===== src/rtl/vga_coord_gen.sv =====
// 640x480@60 VGA timing with compressed 80x60 renderer coordinates and a frame tick.
// Optional macro VGA_COORD_PIXDIV2_EN: derive pix_en from a clk/2 toggle for a 50 MHz board clock.
module vga_coord_gen #(
  parameter int H_ACTIVE   = 640,
  parameter int H_FP       = 16,
  parameter int H_SYNC     = 96,
  parameter int H_BP       = 48,
  parameter int V_ACTIVE   = 480,
  parameter int V_FP       = 10,
  parameter int V_SYNC     = 2,
  parameter int V_BP       = 33,
  parameter int SHIFT      = 3,
  parameter int PIPE_DELAY = 1
) (
  input  logic       clk,
  input  logic       reset,
  output logic [6:0] compr_hrw,
  output logic [6:0] compr_vrw,
  output logic [9:0] hcount,
  output logic [9:0] vcount,
  output logic       hsync,
  output logic       vsync,
  output logic       active,
  output logic       frame_tick
);
  localparam int H_TOTAL = H_ACTIVE + H_FP + H_SYNC + H_BP;
  localparam int V_TOTAL = V_ACTIVE + V_FP + V_SYNC + V_BP;
  localparam logic [9:0] H_LAST   = 10'(H_TOTAL - 1);
  localparam logic [9:0] V_LAST   = 10'(V_TOTAL - 1);
  localparam logic [9:0] H_VIS    = 10'(H_ACTIVE);
  localparam logic [9:0] V_VIS    = 10'(V_ACTIVE);
  localparam logic [9:0] HS_START = 10'(H_ACTIVE + H_FP);
  localparam logic [9:0] HS_END   = 10'(H_ACTIVE + H_FP + H_SYNC);
  localparam logic [9:0] VS_START = 10'(V_ACTIVE + V_FP);
  localparam logic [9:0] VS_END   = 10'(V_ACTIVE + V_FP + V_SYNC);
  localparam int DL_N = (PIPE_DELAY > 0) ? PIPE_DELAY : 1;
  localparam logic [2:0] ST_IDLE = 3'b110; // {hsync, vsync, active} inactive levels

  logic pix_en;
`ifdef VGA_COORD_PIXDIV2_EN
  logic pix_q;
  always_ff @(posedge clk) begin
    if (reset) pix_q <= 1'b0;
    else       pix_q <= ~pix_q;
  end
  assign pix_en = pix_q;
`else
  assign pix_en = 1'b1;
`endif

  logic [9:0] h_q, h_d, v_q, v_d;
  logic [6:0] ch_q, ch_d, cv_q, cv_d;
  logic       ft_q, ft_d;
  logic [2:0] st_q, st_d;
  logic       vis, hs_n, vs_n;

  always_comb begin
    h_d = h_q;
    v_d = v_q;
    if (pix_en) begin
      if (h_q == H_LAST) begin
        h_d = '0;
        v_d = (v_q == V_LAST) ? '0 : v_q + 10'd1;
      end else begin
        h_d = h_q + 10'd1;
      end
    end
  end

  assign vis  = (h_q < H_VIS) && (v_q < V_VIS);
  assign hs_n = !((h_q >= HS_START) && (h_q < HS_END));
  assign vs_n = !((v_q >= VS_START) && (v_q < VS_END));

  always_comb begin
    ch_d = ch_q;
    cv_d = cv_q;
    st_d = st_q;
    // Tick is qualified by pix_en but not held, so it stays one clk wide.
    ft_d = pix_en && (h_q == '0) && (v_q == '0);
    if (pix_en) begin
      ch_d = vis ? 7'(h_q >> SHIFT) : 7'd0;
      cv_d = vis ? 7'(v_q >> SHIFT) : 7'd0;
      st_d = {hs_n, vs_n, vis};
    end
  end

  always_ff @(posedge clk) begin
    if (reset) begin
      h_q  <= '0;
      v_q  <= '0;
      ch_q <= '0;
      cv_q <= '0;
      ft_q <= 1'b0;
      st_q <= ST_IDLE;
    end else begin
      h_q  <= h_d;
      v_q  <= v_d;
      ch_q <= ch_d;
      cv_q <= cv_d;
      ft_q <= ft_d;
      st_q <= st_d;
    end
  end

  logic [2:0] st_out;
  generate
    if (PIPE_DELAY == 0) begin : g_nodl
      assign st_out = st_q;
    end else begin : g_dl
      logic [DL_N-1:0][2:0] dl_q;
      always_ff @(posedge clk) begin
        if (reset) begin
          dl_q <= {DL_N{ST_IDLE}};
        end else if (pix_en) begin
          dl_q[0] <= st_q;
          for (int i = 1; i < DL_N; i++) dl_q[i] <= dl_q[i-1];
        end
      end
      assign st_out = dl_q[DL_N-1];
    end
  endgenerate

  assign hcount     = h_q;
  assign vcount     = v_q;
  assign compr_hrw  = ch_q;
  assign compr_vrw  = cv_q;
  assign frame_tick = ft_q;
  assign hsync      = st_out[2];
  assign vsync      = st_out[1];
  assign active     = st_out[0];
endmodule

===== config.mk =====
export PLATFORM = sky130hd
export DESIGN_NAME = vga_coord_gen
export DESIGN_NICKNAME = d
export VERILOG_FILES = /design/src/rtl/vga_coord_gen.sv
export SDC_FILE = /design/constraint.sdc
export NUM_CORES = 1
export LEC_CHECK = 0
export ABC_AREA = 1
export CAP_MARGIN = 20
export CORE_ASPECT_RATIO = 1.25
export CORE_MARGIN = 2
export CORE_UTILIZATION = 48
export CTS_BUF_LIST = sky130_fd_sc_hd__clkbuf_8
export DETAILED_ROUTE_END_ITERATION = 16
export MAX_ROUTING_LAYER = met4
export PLACE_DENSITY = 0.77
export SYNTH_ARGS = -nofsm -noshare
export SYNTH_HDL_FRONTEND = slang
export SYNTH_SLANG_ARGS = --single-unit
export TNS_END_PERCENT = 100

===== constraint.sdc =====
create_clock -name clk -period 1.7 [get_ports clk]
set_input_delay 0.255 -clock clk [delete_from_list [all_inputs] [get_ports clk]]
set_output_delay 0.255 -clock clk [all_outputs]
set_load 0.02 [all_outputs]

Yosys cells after proc, flatten, opt, wreduce, memory -nomap -nowiden

Index checks and enable logic that the tools add are counted.

Register bits: 41
Output and inout bits: 38
Logic and storage cells: 29

$add $sub $neg: 2
Magnitude comparators: 6
Eq/ne operators: 2
Mux-type cells: 1
Bitwise gates (word level): 1
Reductions and logical operators: 10

Operator list:

| cell                  | number |
|---|---|
| $add 10x1->10 const B | 2 |
| $eq 10x10->1 const B  | 2 |
| $logic_not 10->1      | 2 |
| $lt 10x10->1 const B  | 2 |
| $lt 10x9->1 const B   | 2 |
| $ge 10x10->1 const B  | 1 |
| $ge 10x9->1 const B   | 1 |
| $mux 10               | 1 |
| $logic_and 1x1->1     | 4 |
| $reduce_or 2->1       | 2 |
| $logic_not 1->1       | 2 |
| $not 1->1             | 1 |

Depth between registers and ports, before layout

Gate-level depths: netlist of the first run.

Depth in word-level cells: 4
Gate-level depth with buffers: 9
Depth with buffers taken out: 9

Worst setup path after synthesis of the first run

No wires, ideal clock.

Path type: reg2reg
Start point: register h_q[0] (netlist: hcount[0])
End point: register v_q[9] (netlist: vcount[9])
Setup time: 115 ps
Data arrival time: 1399 ps
Slack: 186 ps
Cell stages (with the launch flop): 9
Period minus slack after synthesis: 1514 ps
Cells stage by stage: dfxtp_1 ha_1 nand2_4 nor2_8 nand3_4 nand2_8 nand2_4 nand2_1 nor2_1

Cells in the longest elaborated chain, start to end: 1

Ends and longest elaborated chain:

| item                   | line | source |
|---|---|---|
| from (decl)            | 51   | `logic [9:0] h_q, h_d, v_q, v_d;` |
| from (signal assigned) | 89   | `h_q <= '0;` |
| from (signal assigned) | 96   | `h_q <= h_d;` |
| $eq 10x10->1           | 61   | `if (h_q == H_LAST) begin` |
| to (signal assigned)   | 97   | `v_q <= v_d;` |
| to (decl)              | 51   |  |

No other way between the ends.
A chain may end at the register's enable or synchronous reset.

Worst setup path in the final report of the first run

Start point: register h_q[7] (netlist: hcount[7])
End point: output port hcount[7]

RTL lines:

| item      | line | source |
|---|---|---|
| to (decl) | 19   | `output logic [9:0] hcount,` |

No word-level cell between the ends.

==> results of run 1 <==
==> flip-flops by register name, indices dropped and copies added, names as in the netlist <==
register / count
vcount: 10
hcount: 10
compr_hrw: 7
g_dl.dl_q: 3
compr_vrw: 7
st_q: 3
frame_tick: 1
==> layer usage <==
metal	routed length, um	share of wire	vias up	GRT usage
met1	1670	0.44	660	0.250
met3	169	0.045	6	0.0523
met5	0	0	-	-
li1	-	-	796	-
met2	1870	0.50	37	0.330
met4	42	0.011	0	0.0956
==> worst min-delay path by stage <==
| stage | start | endpoint | depth (start not counted) |
|---|---|---|---|
| 2_1_floorplan | reset | vcount[8] | 1 |
| 3_3_place_gp | st_q[0] | g_dl.dl_q[0] | 2 |
| 6_report | st_q[0] | g_dl.dl_q[0] | 2 |
| 4_1_cts | st_q[0] | g_dl.dl_q[0] | 2 |
| 5_1_grt | st_q[2] | g_dl.dl_q[2] | 1 |
| 3_5_place_dp | st_q[1] | g_dl.dl_q[1] | 1 |
==> logic make-up after synthesis <==
family                   after synthesis
adder cells (fa/ha/maj)                4
other                                  1
buffers and inverters                 32
AND/OR/NAND/NOR                      136
XOR/XNOR                               4
AO/OA/AOI/OAI                          8
flip-flops                            41
==> synth_stat cells <==
| master | instances |
|---|---|
| buf_2 | 1 |
| nand3_1 | 18 |
| nor4_1 | 2 |
| ha_1 | 4 |
| inv_1 | 26 |
| inv_6 | 1 |
| o211ai_1 | 1 |
| nor2_8 | 2 |
| nor2_2 | 5 |
| a21oi_1 | 6 |
| nand2_8 | 1 |
| nand4_1 | 3 |
| inv_2 | 4 |
| or2_2 | 2 |
| nand3_4 | 1 |
| nor3_1 | 4 |
| dfxtp_1 | 41 |
| nand2_4 | 3 |
| xor2_1 | 4 |
| conb_1 | 1 |
| nor2_1 | 50 |
| nand3_2 | 1 |
| nand2_2 | 1 |
| nand2_1 | 43 |
| o2111ai_1 | 1 |
==> final cells by class <==
cell class | instances | share of cell area
timing repair buffer | 41 | 0.180
tap | 39 | 0.0210
sequential | 41 | 0.353
clock buffer | 6 | 0.0356
inverter | 31 | 0.0523
clock inverter | 2 | 0.0145
multi-input combinational | 153 | 0.343
==> metrics by stage <==
stage          setup WS (ns)  power (mW)  utilization  std cells
5_1_grt              0.00735        1.94        0.667        313
2_1_floorplan          0.186        1.06            -        226
3_3_place_gp           0.234        1.10        0.630        305
6_report              0.0401        1.87        0.667        313
3_5_place_dp           0.223        1.10        0.630        305
4_1_cts              0.00803        1.88        0.663        313
==> cell usage in the layout, fill, tap and decap left out, drive strengths merged <==
master / count
dfxtp: 41
nand3: 20
conb: 1
a21oi: 6
xor2: 4
nand2: 48
nand4: 3
nor2: 57
o211ai: 1
or2: 2
clkbuf: 6
clkdlybuf4s50: 34
buf: 2
o2111ai: 1
ha: 4
nor3: 4
bufinv: 1
inv: 32
dlymetal6s2s: 5
nor4: 2
==> power by group through the flow <==
stage | registers, mW | logic [mW] | clock network (mW)
finish | 0.981 | 0.0944 | 0.794
detailed placement | 1.00 | 0.0953 | 0
global route | 0.982 | 0.104 | 0.855
CTS | 0.981 | 0.0959 | 0.802
floorplan | 1.02 | 0.0397 | 0
global placement | 1.00 | 0.0941 | 0
==> metrics, run 1 <==
final slew viol count 0; # fillers 288; area of the multi-input gates 797 sq um; Synth cell types 25; nets@finish 279; CTS Root Cell clkbuf_8; startpoint types flop; Max Cap Viol 0; cts repair resizes 0; Area contributors post-synth dfxtp_1 (47%), nor2_1 (11%), nand2_1 (9.3%); Critical path destination hcount[7]; Design Area, Final 0.00232 sq mm; Syn-to-layout area delta 33.1%; register bit count reported by yosys 41; P_sw 386 uW; Combinational Power Share 0.051; largest net degree at the start of global routing 14; Buf/Inv on CP 1; FP Rows 24; slack of the worst reg-to-reg path 0.21 ns; CTS Hold Bufs 0; routed vias 1499; critical path depth 1; WL per Instance 12.0 um; drt drc 0; core area 0.00348 sq mm; Clock Sinks 41; die extent in y 71.4 um; CTS tree yes; Post-CTS Setup Bufs 0; Final period util 0.976; Fin Hold WS 0.408 ns; Final ANT Viol Nets 0; Flop pwr share 0.525; Pre-antenna DRT Iters 4; CP max stage cell clkdlybuf4s50_1; first-pass GRT wire length 6470 um; Switching Share 0.206; min Tclk post-route 1.66 ns; Fmax 0.602 GHz; IO Pins 40; clock tree buffer depth 2; clock skew 0.00312 ns; crit path capture type output port; FF-to-FF path depth 8; Port Buf Inserts 39; Pleak 1.15 nW; Final Routed Wirelength 3760 um; Fin. Hold Viols 0; CP required 1.44 ns; worst r2r src hcount[1]; Area after DPL 0.00219 sq mm; Antenna Cells 0; Clk pwr share 0.425; P_int 1.48 mW; R2R Path End vcount[5]; Net Count, Synth 232; sequential cell area 821 sq um; HP Class reg -> reg; CP top delay family buffers and inverters; Clock Latency Late Sink 0.29 ns; clk slew on worst S/H paths 0.07 ns; GRT overflow 0; Crit path largest cell delay 0.65 ns; starting density of the core 0.501; crit path from hcount[7]; Post-Syn Area 0.00174 sq mm; syn avg cell area 7.72 sq um; crit path max fanout 5; post-synthesis simple-gate area fraction 0.379; synth warn 0; RSZ-0062 raised after global routing no; area leader, netlist dfxtp_1; TritonCTS Buffers 5; share of layout cells above drive strength 1 0.109; post-synth top area share 0.471; crit path DAT 1.40 ns; status complete, no violations; power per cell area 805 mW/mm^2; htree depth 2; Vias/cell 4.79; crit-path cells clkdlybuf4s50_1; Synth Area in XOR/XNOR 0.0201; GP Congestion 0.879; post-synthesis cell count 226; Worst VDD drop 0.604 mV; Compound-Gate Fraction of Synth Area 0.0265; HPWL after detailed placement 2840 um; initial antenna violation count 0; critical path class reg -> out; overall routing resource usage 0.209; Initial DRC Count 52; Die Wd 57.9 um; register area share after synthesis 0.471; post-synthesis adder-cell area fraction 0.0287; die area 0.00413 sq mm; Final setup viols 0; number of global-route vias before repair 1451; Fin Setup TNS 0 ns; largest family of logic cells by synthesized area simple AND/OR/NAND/NOR gates; multiplexer area fraction after synthesis 0
No activity file was read; power rests on OpenSTA's default activity.
==> run 2, diff against run 1 <==
--- a/config.mk
+++ b/config.mk
@@ -11,7 +11,9 @@
 export CORE_MARGIN = 2
 export CORE_UTILIZATION = 48
 export CTS_BUF_LIST = sky130_fd_sc_hd__clkbuf_8
+export CTS_CLUSTER_SIZE = 16
 export DETAILED_ROUTE_END_ITERATION = 16
+export HOLD_SLACK_MARGIN = 0.06
 export MAX_ROUTING_LAYER = met4
 export PLACE_DENSITY = 0.77
 export SYNTH_ARGS = -nofsm -noshare
==> results of run 2 <==
No change in the layout: final DEF, timing and power equal those of run 1.
==> run 3, diff against run 2 <==
==> constraint.sdc (replaced) <==
create_clock -name clk -period 1.6 [get_ports clk]
set_input_delay 0.24 -clock clk [delete_from_list [all_inputs] [get_ports clk]]
set_output_delay 0.24 -clock clk [all_outputs]
set_load 0.02 [all_outputs]
==> metrics, run 3 (synthesis results as in run 1) <==
largest net degree at the start of global routing 14 (unchanged); startpoint types flop; core area 0.00348 sq mm (unchanged); Hold Startpoint st_q[0]; worst hold endpoint g_dl.dl_q[0]; die extent in y 71.4 um (unchanged); # fillers 314 (+9.0%); Final ANT Viol Nets 0 (unchanged); slack of the worst reg-to-reg path 0.18 ns (-0.03 ns); CP top delay family buffers and inverters; die area 0.00413 sq mm (unchanged); status complete, no violations; TritonCTS Buffers 5 (unchanged); WL per Instance 11.9 um (-1.0%); Port Buf Inserts 39 (unchanged); most frequent cells in the layout nor2_1 (50), nand2_1 (43), dfxtp_1 (41); CTS Hold Bufs 0 (unchanged); dpl cells 307 (+0.66%); Final period util 0.968; clk slew on worst S/H paths 0.08 ns (about the same); Clock Latency Late Sink 0.30 ns (about the same); starting density of the core 0.501 (unchanged); crit path DAT 1.31 ns (-0.09 ns); clock skew 0.00452 ns (+0.00140 ns); R2R Path End vcount[6]; htree depth 2 (unchanged); critical path class reg -> out; min Tclk post-route 1.55 ns; Worst VDD drop 0.578 mV (-4.3%); non-filler instance count after layout 315 (+0.64%); CP required 1.36 ns (-0.08 ns); power per cell area 776 mW/mm^2 (-3.6%); Fin Setup TNS 0 ns (unchanged); CTS Root Cell clkbuf_8; share of layout cells above drive strength 1 0.116 (+0.00645); Buf/Inv on CP 1 (unchanged); Min-Delay Path Depth 2 (unchanged); Initial DRC Count 44 (-15%); nets@finish 281 (+0.72%); routed vias 1538 (+2.6%); FF-to-FF path depth 8 (unchanged); HP Class reg -> reg; GRT overflow 0 (unchanged); clock tree buffer depth 2 (unchanged); CTS tree yes; final design utilization 0.660 (-0.00682); Fin. Hold Viols 0 (unchanged); IO Pins 40 (unchanged); Clock Sinks 41 (unchanged); most common cell after layout, fill and taps aside nor2_1; Post-CTS Setup Bufs 0 (unchanged); Fmax 0.646 GHz; Pleak 1.25 nW (+8.6%); area of the multi-input gates 797 sq um (unchanged); Syn-to-layout area delta 31.8%; crit-path cells clkdlybuf4s50_1; Max Cap Viol 0 (unchanged); crit path capture type output port; RSZ-0062 raised after global routing no; final slew viol count 0 (unchanged); FP Rows 24 (unchanged); drt drc 0 (unchanged); Antenna Cells 0 (unchanged); Final setup viols 0 (unchanged); sequential cell area 821 sq um (unchanged); worst r2r src hcount[0]; CP max stage cell clkdlybuf4s50_1; crit path max fanout 4 (-1); number of global-route vias before repair 1377 (-5.1%); GP Congestion 0.885 (+0.75%); overall routing resource usage 0.206 (-0.00314); initial antenna violation count 0 (unchanged); Vias/cell 4.88 (+2.0%); Die Wd 57.9 um (unchanged); HPWL after detailed placement 2840 um (-0.20%); first-pass GRT wire length 6240 um (-3.4%); Final Routed Wirelength 3740 um (-0.40%); Pre-antenna DRT Iters 5 (+1); Crit path largest cell delay 0.62 ns (-0.03 ns)
-- run 3: cell count changes in the layout (fill, tap and decap cells not counted), sizes merged, moves of 2 or more --
| cell | previous run | this run |
|---|---|---|
| buf | 2 | 4 |
| clkdlybuf4s50 | 34 | 21 |
| clkinv | 0 | 2 |
| dlygate4sd2 | 0 | 10 |
| dlymetal6s2s | 5 | 8 |
-- run 3: layout make-up --
| type | instances | share of cell area |
|---|---|---|
| clock inverters | 3 | 0.00599 |
| well taps | 39 | 0.0212 |
| flip-flops and latches | 41 | 0.357 |
| inverters | 31 | 0.0528 |
| repair buffers | 43 | 0.186 |
| clock buffers | 5 | 0.0299 |
| multi-input cells | 153 | 0.347 |
-- run 3: per-stage QoR --
step / instance area [sq um] / hold slack (ns) / setup WS, ns / total power [mW]
global route: 2300 / 0.423 / 0.00113 / 1.84
floorplan: 1740 / 0.307 / 0.0857 / 1.12
finish: 2300 / 0.406 / 0.0511 / 1.78
CTS: 2280 / 0.410 / 0.00219 / 1.80
global placement: 2210 / 0.393 / 0.157 / 1.17
detailed placement: 2210 / 0.398 / 0.138 / 1.17
-- run 3: layer usage --
metal  vias up  GRT usage  part of all wire  wire length, um
met5         -          -                 0                0
met4         0      0.103             0.019               73
met3         8     0.0433             0.054              202
met2        46      0.322              0.49             1850
met1       688      0.249              0.43             1620
li1        796          -                 -                -
-- run 3: what timing repair did --
action | CTS | global route
resized for setup | 10 | 8
hold endpoints to repair | 0 | 0
endpoints found under the setup margin | 10 | 8
-- run 3: worst max path at each step --
stage	slack, ns	startpoint	depth (start not counted)	end
after floorplan	0.09	hcount[0]	8	vcount[9]
after global placement	0.16	reset	6	compr_hrw[0]
after detailed placement	0.14	reset	6	compr_hrw[0]
after CTS	0.002	vcount[5]	1	vcount[5]
after global routing	0.001	vcount[8]	1	vcount[8]
final	0.05	vcount[8]	1	vcount[8]
-- run 3: report_power, final --
part / internal (mW) / total [mW] / switching, mW
Combinational: 0.0409 / 0.101 / 0.0602
Sequential: 1.03 / 1.04 / 0.00710
Clock: 0.296 / 0.642 / 0.346
-- run 3: tightest hold or removal path, delay by kind of cell (launching register included) --
kind                   cells  cell delay (ns)
DFF                        1             0.30
buffers and inverters      1             0.04
and+or+nand+nor            1             0.03
